**config.mk**
```make
export PLATFORM = sky130hd
export DESIGN_NAME = mux8_rr_arbiter
export DESIGN_NICKNAME = d
export VERILOG_FILES = /design/src/rtl/mux8_rr_arbiter_pkg.sv /design/src/rtl/mux8.sv /design/src/rtl/rr_pick8.sv /design/src/rtl/mux8_rr_arbiter.sv
export SDC_FILE = /design/constraint.sdc
export NUM_CORES = 1
export LEC_CHECK = 0
export ABC_AREA = 1
export CORE_ASPECT_RATIO = 2
export CORE_MARGIN = 2
export CORE_UTILIZATION = 52
export CTS_CLUSTER_SIZE = 10
export DETAILED_ROUTE_END_ITERATION = 6
export PLACE_DENSITY = 0.8
export SYNTH_ARGS = -nofsm -noshare
export SYNTH_HDL_FRONTEND = slang
export SYNTH_SLANG_ARGS = --single-unit
```
**constraint.sdc**
```tcl
create_clock -name clk -period 4.8 [get_ports clk]
set_clock_uncertainty 0.15 [all_clocks]
set_input_delay 0.48 -clock clk [delete_from_list [all_inputs] [get_ports clk]]
set_output_delay 0.48 -clock clk [all_outputs]
set_load 0.02 [all_outputs]
```
**src/rtl/mux8_rr_arbiter_pkg.sv**
```systemverilog
// Shared constants and state encoding for the 8-requester round-robin mux arbiter.
package mux8_rr_arbiter_pkg;

    localparam int unsigned N     = 8;
    localparam int unsigned SEL_W = 3;

    typedef enum logic {
        IDLE  = 1'b0,
        GRANT = 1'b1
    } state_e;

endpackage

```
**src/rtl/mux8.sv**
```systemverilog
// Shared 8-to-1 single-bit multiplexer.
module mux8
    import mux8_rr_arbiter_pkg::*;
(
    input  logic [N-1:0]     in,
    input  logic [SEL_W-1:0] sel,
    output logic             out
);

    assign out = in[sel];

endmodule

```
**src/rtl/rr_pick8.sv**
```systemverilog
// Rotating-priority encoder: first set req bit scanning start, start+1, ... modulo 8.
module rr_pick8
    import mux8_rr_arbiter_pkg::*;
(
    input  logic [N-1:0]     req,
    input  logic [SEL_W-1:0] start,
    output logic             any,
    output logic [SEL_W-1:0] idx
);

    logic [2*N-1:0]   req_dbl;
    logic [N-1:0]     rot;
    logic [SEL_W-1:0] off;

    assign req_dbl = {req, req} >> start;
    assign rot     = req_dbl[N-1:0];
    assign any     = |req;

    // Lowest set bit of the rotated vector is the offset from start.
    always_comb begin
        off = '0;
        for (int i = N - 1; i >= 0; i--) begin
            if (rot[i]) begin
                off = SEL_W'(i);
            end
        end
    end

    assign idx = start + off;

endmodule

```
**src/rtl/mux8_rr_arbiter.sv**
```systemverilog
// Round-robin arbiter sharing one 8-to-1 mux; holds a grant for up to MAX_HOLD transfers.
module mux8_rr_arbiter
    import mux8_rr_arbiter_pkg::*;
#(
    parameter int unsigned MAX_HOLD = 16
) (
    input  logic             clk,
    input  logic             rst,
    input  logic [N-1:0]     req,
    input  logic [N-1:0]     I,
    input  logic             out_ready,
    output logic             out_valid,
    output logic             out_data,
    output logic [SEL_W-1:0] sel,
    output logic [N-1:0]     grant,
    output logic             busy
);

    localparam int unsigned CNT_W = $clog2(MAX_HOLD + 1);

    state_e           state_q, state_d;
    logic [SEL_W-1:0] sel_q, sel_d;
    logic [N-1:0]     grant_q, grant_d;
    logic [SEL_W-1:0] last_q, last_d;
    logic [CNT_W-1:0] hold_cnt_q, hold_cnt_d;

    logic             pick_any;
    logic [SEL_W-1:0] pick_idx;
    logic [SEL_W-1:0] start_c;
    logic             transfer_c;
    logic             rel_c;

    // While granted, the next winner search starts after the current grantee.
    assign start_c = (state_q == GRANT) ? sel_q + SEL_W'(1) : last_q + SEL_W'(1);

    rr_pick8 u_pick (
        .req   (req),
        .start (start_c),
        .any   (pick_any),
        .idx   (pick_idx)
    );

    mux8 u_mux (
        .in  (I),
        .sel (sel_q),
        .out (out_data)
    );

    assign out_valid  = (state_q == GRANT) && req[sel_q];
    assign transfer_c = out_valid && out_ready;
    assign rel_c      = (state_q == GRANT) &&
                        (!req[sel_q] || (transfer_c && (hold_cnt_q == CNT_W'(MAX_HOLD - 1))));

    always_comb begin
        state_d    = state_q;
        sel_d      = sel_q;
        grant_d    = grant_q;
        last_d     = last_q;
        hold_cnt_d = hold_cnt_q;
        case (state_q)
            IDLE: begin
                if (pick_any) begin
                    state_d    = GRANT;
                    sel_d      = pick_idx;
                    grant_d    = N'(1) << pick_idx;
                    hold_cnt_d = '0;
                end
            end
            GRANT: begin
                if (rel_c) begin
                    last_d     = sel_q;
                    hold_cnt_d = '0;
                    if (pick_any) begin
                        sel_d   = pick_idx;
                        grant_d = N'(1) << pick_idx;
                    end else begin
                        state_d = IDLE;
                        grant_d = '0;
                    end
                end else if (transfer_c) begin
                    hold_cnt_d = hold_cnt_q + CNT_W'(1);
                end
            end
            default: begin
                state_d = IDLE;
                grant_d = '0;
            end
        endcase
    end

    always_ff @(posedge clk) begin
        if (rst) begin
            state_q    <= IDLE;
            sel_q      <= '0;
            grant_q    <= '0;
            last_q     <= SEL_W'(N - 1);
            hold_cnt_q <= '0;
        end else begin
            state_q    <= state_d;
            sel_q      <= sel_d;
            grant_q    <= grant_d;
            last_q     <= last_d;
            hold_cnt_q <= hold_cnt_d;
        end
    end

    assign sel   = sel_q;
    assign grant = grant_q;
    assign busy  = (state_q == GRANT);

endmodule
```
==> flow_results.xml, run 1 <==
<?xml version="1.0" encoding="UTF-8"?>
<metrics>
  <group name="global_routing">
    <metric name="grt.overflow.total" unit="">0</metric>
    <metric name="number_of_antenna_violations_at_the_first_check_in_global_routing" unit="">0</metric>
    <metric name="first_pass_grt_wire_length" unit="um">8010</metric>
    <metric name="globalRouteTotalUtil" unit="%">27.7</metric>
    <metric name="grt_pass1_vias" unit="">1796</metric>
    <metric name="largest_net_degree_at_the_start_of_global_routing" unit="">15</metric>
  </group>
  <group name="worst_setup_path">
    <metric name="timing.setup.critical_path_class" unit="">reg -&gt; reg</metric>
    <metric name="worstReg2RegStart" unit="">sel[0]</metric>
    <metric name="crit_required" unit="ns">4.79</metric>
    <metric name="reg2regPathDepth" unit="">21</metric>
    <metric name="crit_arrival" unit="ns">4.17</metric>
    <metric name="worst_setup_path_end_kind" unit="">flip-flop</metric>
    <metric name="setup.reg_to_reg.worst_slack" unit="ns">0.61</metric>
    <metric name="regToRegEndpoint" unit="">grant[3]</metric>
    <metric name="critical_path_peak_fanout" unit="">14</metric>
    <metric name="start_kind" unit="">flip-flop</metric>
  </group>
  <group name="die">
    <metric name="initial_utilization" unit="%">54.2</metric>
    <metric name="chipWidth" unit="um">44.3</metric>
    <metric name="placement_rows" unit="">29</metric>
    <metric name="boundaryPins" unit="">33</metric>
    <metric name="design.die.area" unit="mm^2">0.00375</metric>
    <metric name="area_of_the_core_region" unit="mm^2">0.00312</metric>
    <metric name="die_h" unit="um">84.6</metric>
  </group>
  <group name="clock_network">
    <metric name="cts_buffers" unit="">3</metric>
    <metric name="post-cts-setup-buffers" unit="">0</metric>
    <metric name="cts_max_path_buffers" unit="">2</metric>
    <metric name="tritoncts" unit="">built</metric>
    <metric name="cts.reportedPaths.clkPinSlew" unit="ns">0.07</metric>
    <metric name="htreeDepth" unit="">1</metric>
    <metric name="hold_buffers" unit="">0</metric>
    <metric name="cts_sinks" unit="">20</metric>
    <metric name="cts_resized" unit="">0</metric>
    <metric name="clock_insertion_delay_worst_skew" unit="ns">0.26</metric>
    <metric name="clockRootBuffer" unit="">sky130_fd_sc_hd__clkbuf_8</metric>
  </group>
  <group name="power_and_ir_drop">
    <metric name="power.share.switching" unit="%">52.7</metric>
    <metric name="power_per_cell_area" unit="mW/mm^2">675</metric>
    <metric name="net-switching-power" unit="W">0.000731</metric>
    <metric name="power_leakage" unit="nW">0.917</metric>
    <metric name="worst_ir_drop_vdd" unit="mV">0.582</metric>
    <metric name="post-layout-total-power" unit="W">0.00139</metric>
    <metric name="power.internal" unit="W">0.000656</metric>
    <metric name="seq_pwr_share" unit="%">18.3</metric>
    <metric name="clockPowerShare" unit="%">9.1</metric>
    <metric name="combPwrFrac" unit="%">72.5</metric>
  </group>
  <group name="yosys">
    <metric name="synth.ff_latch_count" unit="">20</metric>
    <metric name="synth_top_area_share" unit="%">23.7</metric>
    <metric name="mappedNetlistNets" unit="">299</metric>
    <metric name="ys_dominant_reg_cell" unit="">sky130_fd_sc_hd__dfxtp_1</metric>
    <metric name="synth.distinct_cells" unit="">30</metric>
    <metric name="synth-async-reset-ratio" unit="%">0</metric>
    <metric name="syn_area" unit="mm^2">0.00169</metric>
    <metric name="number_of_synthesized_flops_with_an_enable_pin" unit="">0</metric>
    <metric name="synthCells" unit="">275</metric>
    <metric name="synth.yosys.seq_area_share" unit="%">23.7</metric>
    <metric name="synthDominantAreaCellType" unit="">sky130_fd_sc_hd__dfxtp_1</metric>
    <metric name="syn_avg_cell_area" unit="um^2">6.15</metric>
    <metric name="yosysWarningCount" unit="">0</metric>
    <metric name="synth_top_area_cells" unit="">sky130_fd_sc_hd__dfxtp_1 24%, sky130_fd_sc_hd__nand3_1 17%, sky130_fd_sc_hd__nand2_1 16%</metric>
  </group>
  <group name="place">
    <metric name="hpwl" unit="um">3690</metric>
    <metric name="gpl.final_weighted_congestion" unit="">0.945</metric>
    <metric name="portBuffers" unit="">32</metric>
  </group>
  <group name="drt">
    <metric name="antenna_left" unit="">0</metric>
    <metric name="drtIter0Drc" unit="">57</metric>
    <metric name="drt_first_pass_iters" unit="">5</metric>
    <metric name="detail_routed_via_count_per_cell" unit="">5.54</metric>
    <metric name="wl_per_cell" unit="um">13.8</metric>
    <metric name="drc" unit="">0</metric>
    <metric name="detailroute.via_count" unit="">1851</metric>
    <metric name="postRouteWirelength" unit="um">4620</metric>
  </group>
  <group name="sta">
    <metric name="max_slew.worst_pin.slew" unit="ns">0.437</metric>
    <metric name="min_period" unit="ns">4.19</metric>
    <metric name="fmax" unit="MHz">239</metric>
    <metric name="setup-violations-final" unit="">0</metric>
    <metric name="setup_tns_final" unit="ns">0</metric>
    <metric name="worst_slew_margin_rel" unit="%">70.8</metric>
    <metric name="number_of_failing_hold_endpoints_at_the_final_stage" unit="">0</metric>
    <metric name="final.period_utilization" unit="%">87.2</metric>
    <metric name="grt_setup_unrepaired" unit="">no</metric>
    <metric name="drv_slew" unit="">0</metric>
  </group>
  <group name="hold_path">
    <metric name="holdCritPathClass" unit="">reg -&gt; reg</metric>
    <metric name="hold_path_depth" unit="">2</metric>
    <metric name="hold_end" unit="">grant[4]</metric>
    <metric name="min_from" unit="">grant[4]</metric>
  </group>
  <group name="layout">
    <metric name="multiInputGateArea" unit="mm^2">0.00112</metric>
    <metric name="fin_nets" unit="">328</metric>
    <metric name="number_of_diodes_added_for_antenna_fixing" unit="">0</metric>
    <metric name="mostFrequentLayoutCells" unit="">71 x sky130_fd_sc_hd__nand2_1, 59 x sky130_fd_sc_hd__nand3_1, 32 x sky130_fd_sc_hd__clkdlybuf4s50_1</metric>
    <metric name="seqCellArea" unit="um^2">400</metric>
    <metric name="layout_commonest_cell" unit="">sky130_fd_sc_hd__nand2_1</metric>
    <metric name="layout.filler_cells" unit="">291</metric>
    <metric name="post_route_cells_drive_above_1_share" unit="%">8.58</metric>
    <metric name="layout-area-overhead-vs-synth" unit="%">21.5</metric>
  </group>
  <group name="status">
    <metric name="run_status" unit="">finished, final reports clean</metric>
  </group>
  <group name="run">
    <metric name="timing.max_cap.violations" unit="">0</metric>
  </group>
</metrics>
## critical path, stage by stage (launching register included)
cell and delay, ns:
sky130_fd_sc_hd__dfxtp_1 0.57, sky130_fd_sc_hd__nand2_2 0.26, sky130_fd_sc_hd__nand2_4 0.22, sky130_fd_sc_hd__ha_1 0.38, sky130_fd_sc_hd__inv_1 0.35, sky130_fd_sc_hd__nand3_1 0.15, sky130_fd_sc_hd__nand3_1 0.11, sky130_fd_sc_hd__nand2_1 0.08
sky130_fd_sc_hd__a21oi_1 0.12, sky130_fd_sc_hd__o21bai_1 0.07, sky130_fd_sc_hd__nand2_1 0.05, sky130_fd_sc_hd__nand2_1 0.04, sky130_fd_sc_hd__a21boi_0 0.15, sky130_fd_sc_hd__ha_1 0.16, sky130_fd_sc_hd__inv_1 0.04, sky130_fd_sc_hd__fa_1 0.37
sky130_fd_sc_hd__xor2_1 0.31, sky130_fd_sc_hd__inv_1 0.13, sky130_fd_sc_hd__nand3_4 0.14, sky130_fd_sc_hd__nand2_4 0.07, sky130_fd_sc_hd__nand2_1 0.08, sky130_fd_sc_hd__a21oi_2 0.05
## worst max path at each step
stage | from | to | slack (ns) | depth (start not counted)
global route | sel[0] | grant[7] | 0.22 | 21
floorplan | busy | grant[1] | 1.10 | 24
CTS | sel[0] | grant[1] | 0.65 | 21
detailed placement | sel[0] | grant[3] | 0.67 | 21
finish | sel[0] | grant[3] | 0.61 | 21
global placement | sel[0] | grant[3] | 0.70 | 21
## kinds of logic (layout without fill, tap and decap cells)
family	count (synthesis)	after routing	share of synthesized area [%]
buffers and inverters	39	67	9.92
flip-flops	20	20	23.7
XOR/XNOR	1	1	0.518
adder cells (fa/ha/maj)	5	5	4.15
AND/OR/NAND/NOR	170	170	47.4
AO/OA/AOI/OAI	40	40	14.4
## metal layers
metal | routed length [um] | track usage (%)
met1 | 1690 | 28.0
met2 | 2670 | 53.7
met3 | 115 | 2.15
met4 | 143 | 11.0
met5 | 0 | 0
## through the flow
| step | instances | hold slack [ns] | area [um^2] | setup slack (ns) | util, % |
|---|---|---|---|---|---|
| after global placement | 330 | 0.307 | 2000 | 0.701 | 64.0 |
| after global routing | 334 | 0.332 | 2050 | 0.219 | 65.8 |
| after floorplan | 275 | 0.296 | 1690 | 1.10 | - |
| after CTS | 334 | 0.320 | 2050 | 0.646 | 65.8 |
| after detailed placement | 330 | 0.309 | 2000 | 0.672 | 64.0 |
| final | 334 | 0.319 | 2050 | 0.614 | 65.8 |
## Yosys cell counts, types with 5 or more instances
library cell,instances
sky130_fd_sc_hd__a21oi_1,13
sky130_fd_sc_hd__o21ai_0,11
sky130_fd_sc_hd__nor2_1,19
sky130_fd_sc_hd__inv_1,29
sky130_fd_sc_hd__nand2_2,6
sky130_fd_sc_hd__nand2_1,71
sky130_fd_sc_hd__nand2_4,5
sky130_fd_sc_hd__nand3_1,59
sky130_fd_sc_hd__dfxtp_1,20
sky130_fd_sc_hd__buf_2,5
## power by group through the flow
stage	Sequential [W]	Combinational [W]	Clock, W
global placement	0.000258	0.000979	0
detailed placement	0.000257	0.000994	0
CTS	0.000254	0.00100	0.000129
finish	0.000254	0.00101	0.000127
global route	0.000261	0.00113	0.000133
floorplan	0.000283	0.000732	0
## sequential cells by signal (all words and copies together), names as in the netlist
register and flops:
busy 1, grant 8, hold_cnt_q 5, last_q 3, sel 3
## area by class of cell
type,instances,share of cell area (%)
well taps,31,1.89
flip-flops and latches,20,19.5
clock buffers,4,2.68
multi-input cells,216,54.7
repair buffers,32,15.6
inverters,31,5.67
Note: power is estimated with default switching activity, not from simulation.
==> inputs of run 2 (changes only) <==
--- a/config.mk
+++ b/config.mk
@@ -11,7 +11,7 @@
 export CORE_UTILIZATION = 52
 export CTS_CLUSTER_SIZE = 10
 export DETAILED_ROUTE_END_ITERATION = 6
-export PLACE_DENSITY = 0.8
+export PLACE_DENSITY = 0.92
 export SYNTH_ARGS = -nofsm -noshare
 export SYNTH_HDL_FRONTEND = slang
 export SYNTH_SLANG_ARGS = --single-unit
==> flow_results.xml, run 2 (synthesis gave the netlist of run 1 again) <==
<?xml version="1.0" encoding="UTF-8"?>
<metrics>
  <group name="status">
    <metric name="run_status" unit="">finished, final reports clean</metric>
  </group>
  <group name="sta">
    <metric name="fmax" unit="MHz">234</metric>
    <metric name="min_period" unit="ns">4.27</metric>
    <metric name="worst_slew_margin_rel" unit="%">69.6</metric>
    <metric name="setup-violations-final" unit="">0</metric>
    <metric name="grt_setup_unrepaired" unit="">no</metric>
    <metric name="max_slew.worst_pin.slew" unit="ns">0.455</metric>
    <metric name="number_of_failing_hold_endpoints_at_the_final_stage" unit="">0</metric>
    <metric name="setup_tns_final" unit="ns">0</metric>
    <metric name="drv_slew" unit="">0</metric>
    <metric name="final.period_utilization" unit="%">88.9</metric>
    <metric name="hold-worst-slack" unit="ns">0.321</metric>
  </group>
  <group name="clock_network">
    <metric name="cts.reportedPaths.clkPinSlew" unit="ns">0.08</metric>
    <metric name="cts_resized" unit="">0</metric>
    <metric name="htreeDepth" unit="">1</metric>
    <metric name="cts_buffers" unit="">3</metric>
    <metric name="cts_sinks" unit="">20</metric>
    <metric name="tritoncts" unit="">built</metric>
    <metric name="cts_max_path_buffers" unit="">2</metric>
    <metric name="clock_insertion_delay_worst_skew" unit="ns">0.26</metric>
    <metric name="hold_buffers" unit="">0</metric>
    <metric name="post-cts-setup-buffers" unit="">0</metric>
    <metric name="clockRootBuffer" unit="">sky130_fd_sc_hd__clkbuf_8</metric>
  </group>
  <group name="layout">
    <metric name="mostFrequentLayoutCells" unit="">71 x sky130_fd_sc_hd__nand2_1, 59 x sky130_fd_sc_hd__nand3_1, 32 x sky130_fd_sc_hd__clkdlybuf4s50_1</metric>
    <metric name="fin_nets" unit="">328</metric>
    <metric name="layout-area-overhead-vs-synth" unit="%">22.4</metric>
    <metric name="layout_commonest_cell" unit="">sky130_fd_sc_hd__nand2_1</metric>
    <metric name="post_route_cells_drive_above_1_share" unit="%">8.58</metric>
    <metric name="layout_cells_excl_fill" unit="">334</metric>
    <metric name="largest_register_ff_count" unit="">8</metric>
    <metric name="number_of_diodes_added_for_antenna_fixing" unit="">0</metric>
  </group>
  <group name="die">
    <metric name="initial_utilization" unit="%">54.2</metric>
    <metric name="die_h" unit="um">84.6</metric>
    <metric name="boundaryPins" unit="">33</metric>
    <metric name="area_of_the_core_region" unit="mm^2">0.00312</metric>
    <metric name="placement_rows" unit="">29</metric>
    <metric name="design.die.area" unit="mm^2">0.00375</metric>
    <metric name="chipWidth" unit="um">44.3</metric>
  </group>
  <group name="drt">
    <metric name="drt_first_pass_iters" unit="">5</metric>
    <metric name="wl_per_cell" unit="um">14.5</metric>
    <metric name="postRouteWirelength" unit="um">4860</metric>
    <metric name="detail_routed_via_count_per_cell" unit="">5.76</metric>
    <metric name="drtIter0Drc" unit="">36</metric>
    <metric name="antenna_left" unit="">0</metric>
    <metric name="drc" unit="">0</metric>
    <metric name="detailroute.via_count" unit="">1925</metric>
  </group>
  <group name="power_and_ir_drop">
    <metric name="power_per_cell_area" unit="mW/mm^2">695</metric>
    <metric name="worst_ir_drop_vdd" unit="mV">0.633</metric>
    <metric name="post-layout-total-power" unit="W">0.00144</metric>
    <metric name="power.share.switching" unit="%">51.7</metric>
    <metric name="power.internal" unit="W">0.000695</metric>
    <metric name="seq_pwr_share" unit="%">17.9</metric>
    <metric name="net-switching-power" unit="W">0.000743</metric>
    <metric name="combPwrFrac" unit="%">70.4</metric>
    <metric name="clockPowerShare" unit="%">11.7</metric>
    <metric name="power_leakage" unit="nW">0.924</metric>
  </group>
  <group name="global_routing">
    <metric name="grt.overflow.total" unit="">0</metric>
    <metric name="number_of_antenna_violations_at_the_first_check_in_global_routing" unit="">0</metric>
    <metric name="globalRouteTotalUtil" unit="%">30.0</metric>
    <metric name="first_pass_grt_wire_length" unit="um">8540</metric>
    <metric name="grt_pass1_vias" unit="">1983</metric>
    <metric name="largest_net_degree_at_the_start_of_global_routing" unit="">15</metric>
  </group>
  <group name="worst_setup_path">
    <metric name="worst_setup_path_end_kind" unit="">flip-flop</metric>
    <metric name="timing.setup.critical_path_class" unit="">reg -&gt; reg</metric>
    <metric name="crit_required" unit="ns">4.78</metric>
    <metric name="critical_path_peak_fanout" unit="">14</metric>
    <metric name="crit_arrival" unit="ns">4.25</metric>
    <metric name="start_kind" unit="">flip-flop</metric>
  </group>
  <group name="place">
    <metric name="gpl.final_weighted_congestion" unit="">0.940</metric>
    <metric name="portBuffers" unit="">32</metric>
    <metric name="placedCellCount" unit="">330</metric>
    <metric name="hpwl" unit="um">3840</metric>
  </group>
  <group name="run">
    <metric name="timing.max_cap.violations" unit="">0</metric>
  </group>
  <group name="hold_path">
    <metric name="holdCritPathClass" unit="">reg -&gt; reg</metric>
  </group>
</metrics>
## run 2: final cells by class
type	instances	area, um^2
repair buffers	32	320
fillers	286	1050
flip-flops and latches	20	400
clock inverters	1	30.0
clock buffers	3	41.3
well taps	31	38.8
multi-input cells	216	1120
inverters	31	116
## run 2: critical path, stage by stage (launching register included)
cell and delay, ns:
sky130_fd_sc_hd__dfxtp_1 0.59, sky130_fd_sc_hd__nand2_2 0.27, sky130_fd_sc_hd__nand2_4 0.23, sky130_fd_sc_hd__ha_1 0.38
sky130_fd_sc_hd__inv_1 0.35, sky130_fd_sc_hd__nand3_1 0.17, sky130_fd_sc_hd__nand3_1 0.12, sky130_fd_sc_hd__nand2_1 0.09
sky130_fd_sc_hd__a21oi_1 0.12, sky130_fd_sc_hd__o21bai_1 0.07, sky130_fd_sc_hd__nand2_1 0.05, sky130_fd_sc_hd__nand2_1 0.04
sky130_fd_sc_hd__a21boi_0 0.15, sky130_fd_sc_hd__ha_1 0.16, sky130_fd_sc_hd__inv_1 0.04, sky130_fd_sc_hd__fa_1 0.38
sky130_fd_sc_hd__xor2_1 0.30, sky130_fd_sc_hd__inv_1 0.12, sky130_fd_sc_hd__nand3_4 0.13, sky130_fd_sc_hd__nand2_4 0.07
sky130_fd_sc_hd__nand2_1 0.08, sky130_fd_sc_hd__a21oi_2 0.05
## run 2: metal layers
metal	global-route usage, %	vias to the layer above	wire (um)
met1	28.0	874	1670
li1	-	966	-
met3	2.80	23	143
met2	58.2	62	2800
met4	16.3	0	243
met5	0	-	0
## run 2: through the flow
stage / utilization (%) / worst slack [ns] / instance area [um^2]
2_1_floorplan: - / 1.10 / 1690
3_3_place_gp: 64.0 / 0.657 / 2000
3_5_place_dp: 64.0 / 0.597 / 2000
4_1_cts: 66.3 / 0.575 / 2070
5_1_grt: 66.3 / 0.168 / 2070
6_report: 66.3 / 0.532 / 2070
## run 2: path summary, 6_finish.rpt
check / slack [ns] / cells past startpoint / start / endpoint
worst max-delay path: 0.53 / 21 / sel[0] / grant[0]
worst min-delay path: 0.32 / 2 / grant[6] / grant[6]
worst max register to register: 0.53 / 21 / sel[0] / grant[0]
worst min register to register: 0.32 / 2 / grant[6] / grant[6]
## run 2: power by group through the flow
| stage | Sequential, W | Clock, W | Combinational (W) |
|---|---|---|---|
| after floorplan | 0.000283 | 0 | 0.000732 |
| after global placement | 0.000259 | 0 | 0.000977 |
| after detailed placement | 0.000259 | 0 | 0.000995 |
| after CTS | 0.000256 | 0.000171 | 0.00101 |
| after global routing | 0.000263 | 0.000176 | 0.00114 |
| final | 0.000257 | 0.000169 | 0.00101 |
==> inputs of run 3 (changes only) <==
--- a/config.mk
+++ b/config.mk
@@ -12,6 +12,7 @@
 export CTS_CLUSTER_SIZE = 10
 export DETAILED_ROUTE_END_ITERATION = 6
 export PLACE_DENSITY = 0.92
+export SETUP_SLACK_MARGIN = 0.05
 export SYNTH_ARGS = -nofsm -noshare
 export SYNTH_HDL_FRONTEND = slang
 export SYNTH_SLANG_ARGS = --single-unit
==> results of run 3 <==
Final layout, timing and power as in run 2 (identical DEF).
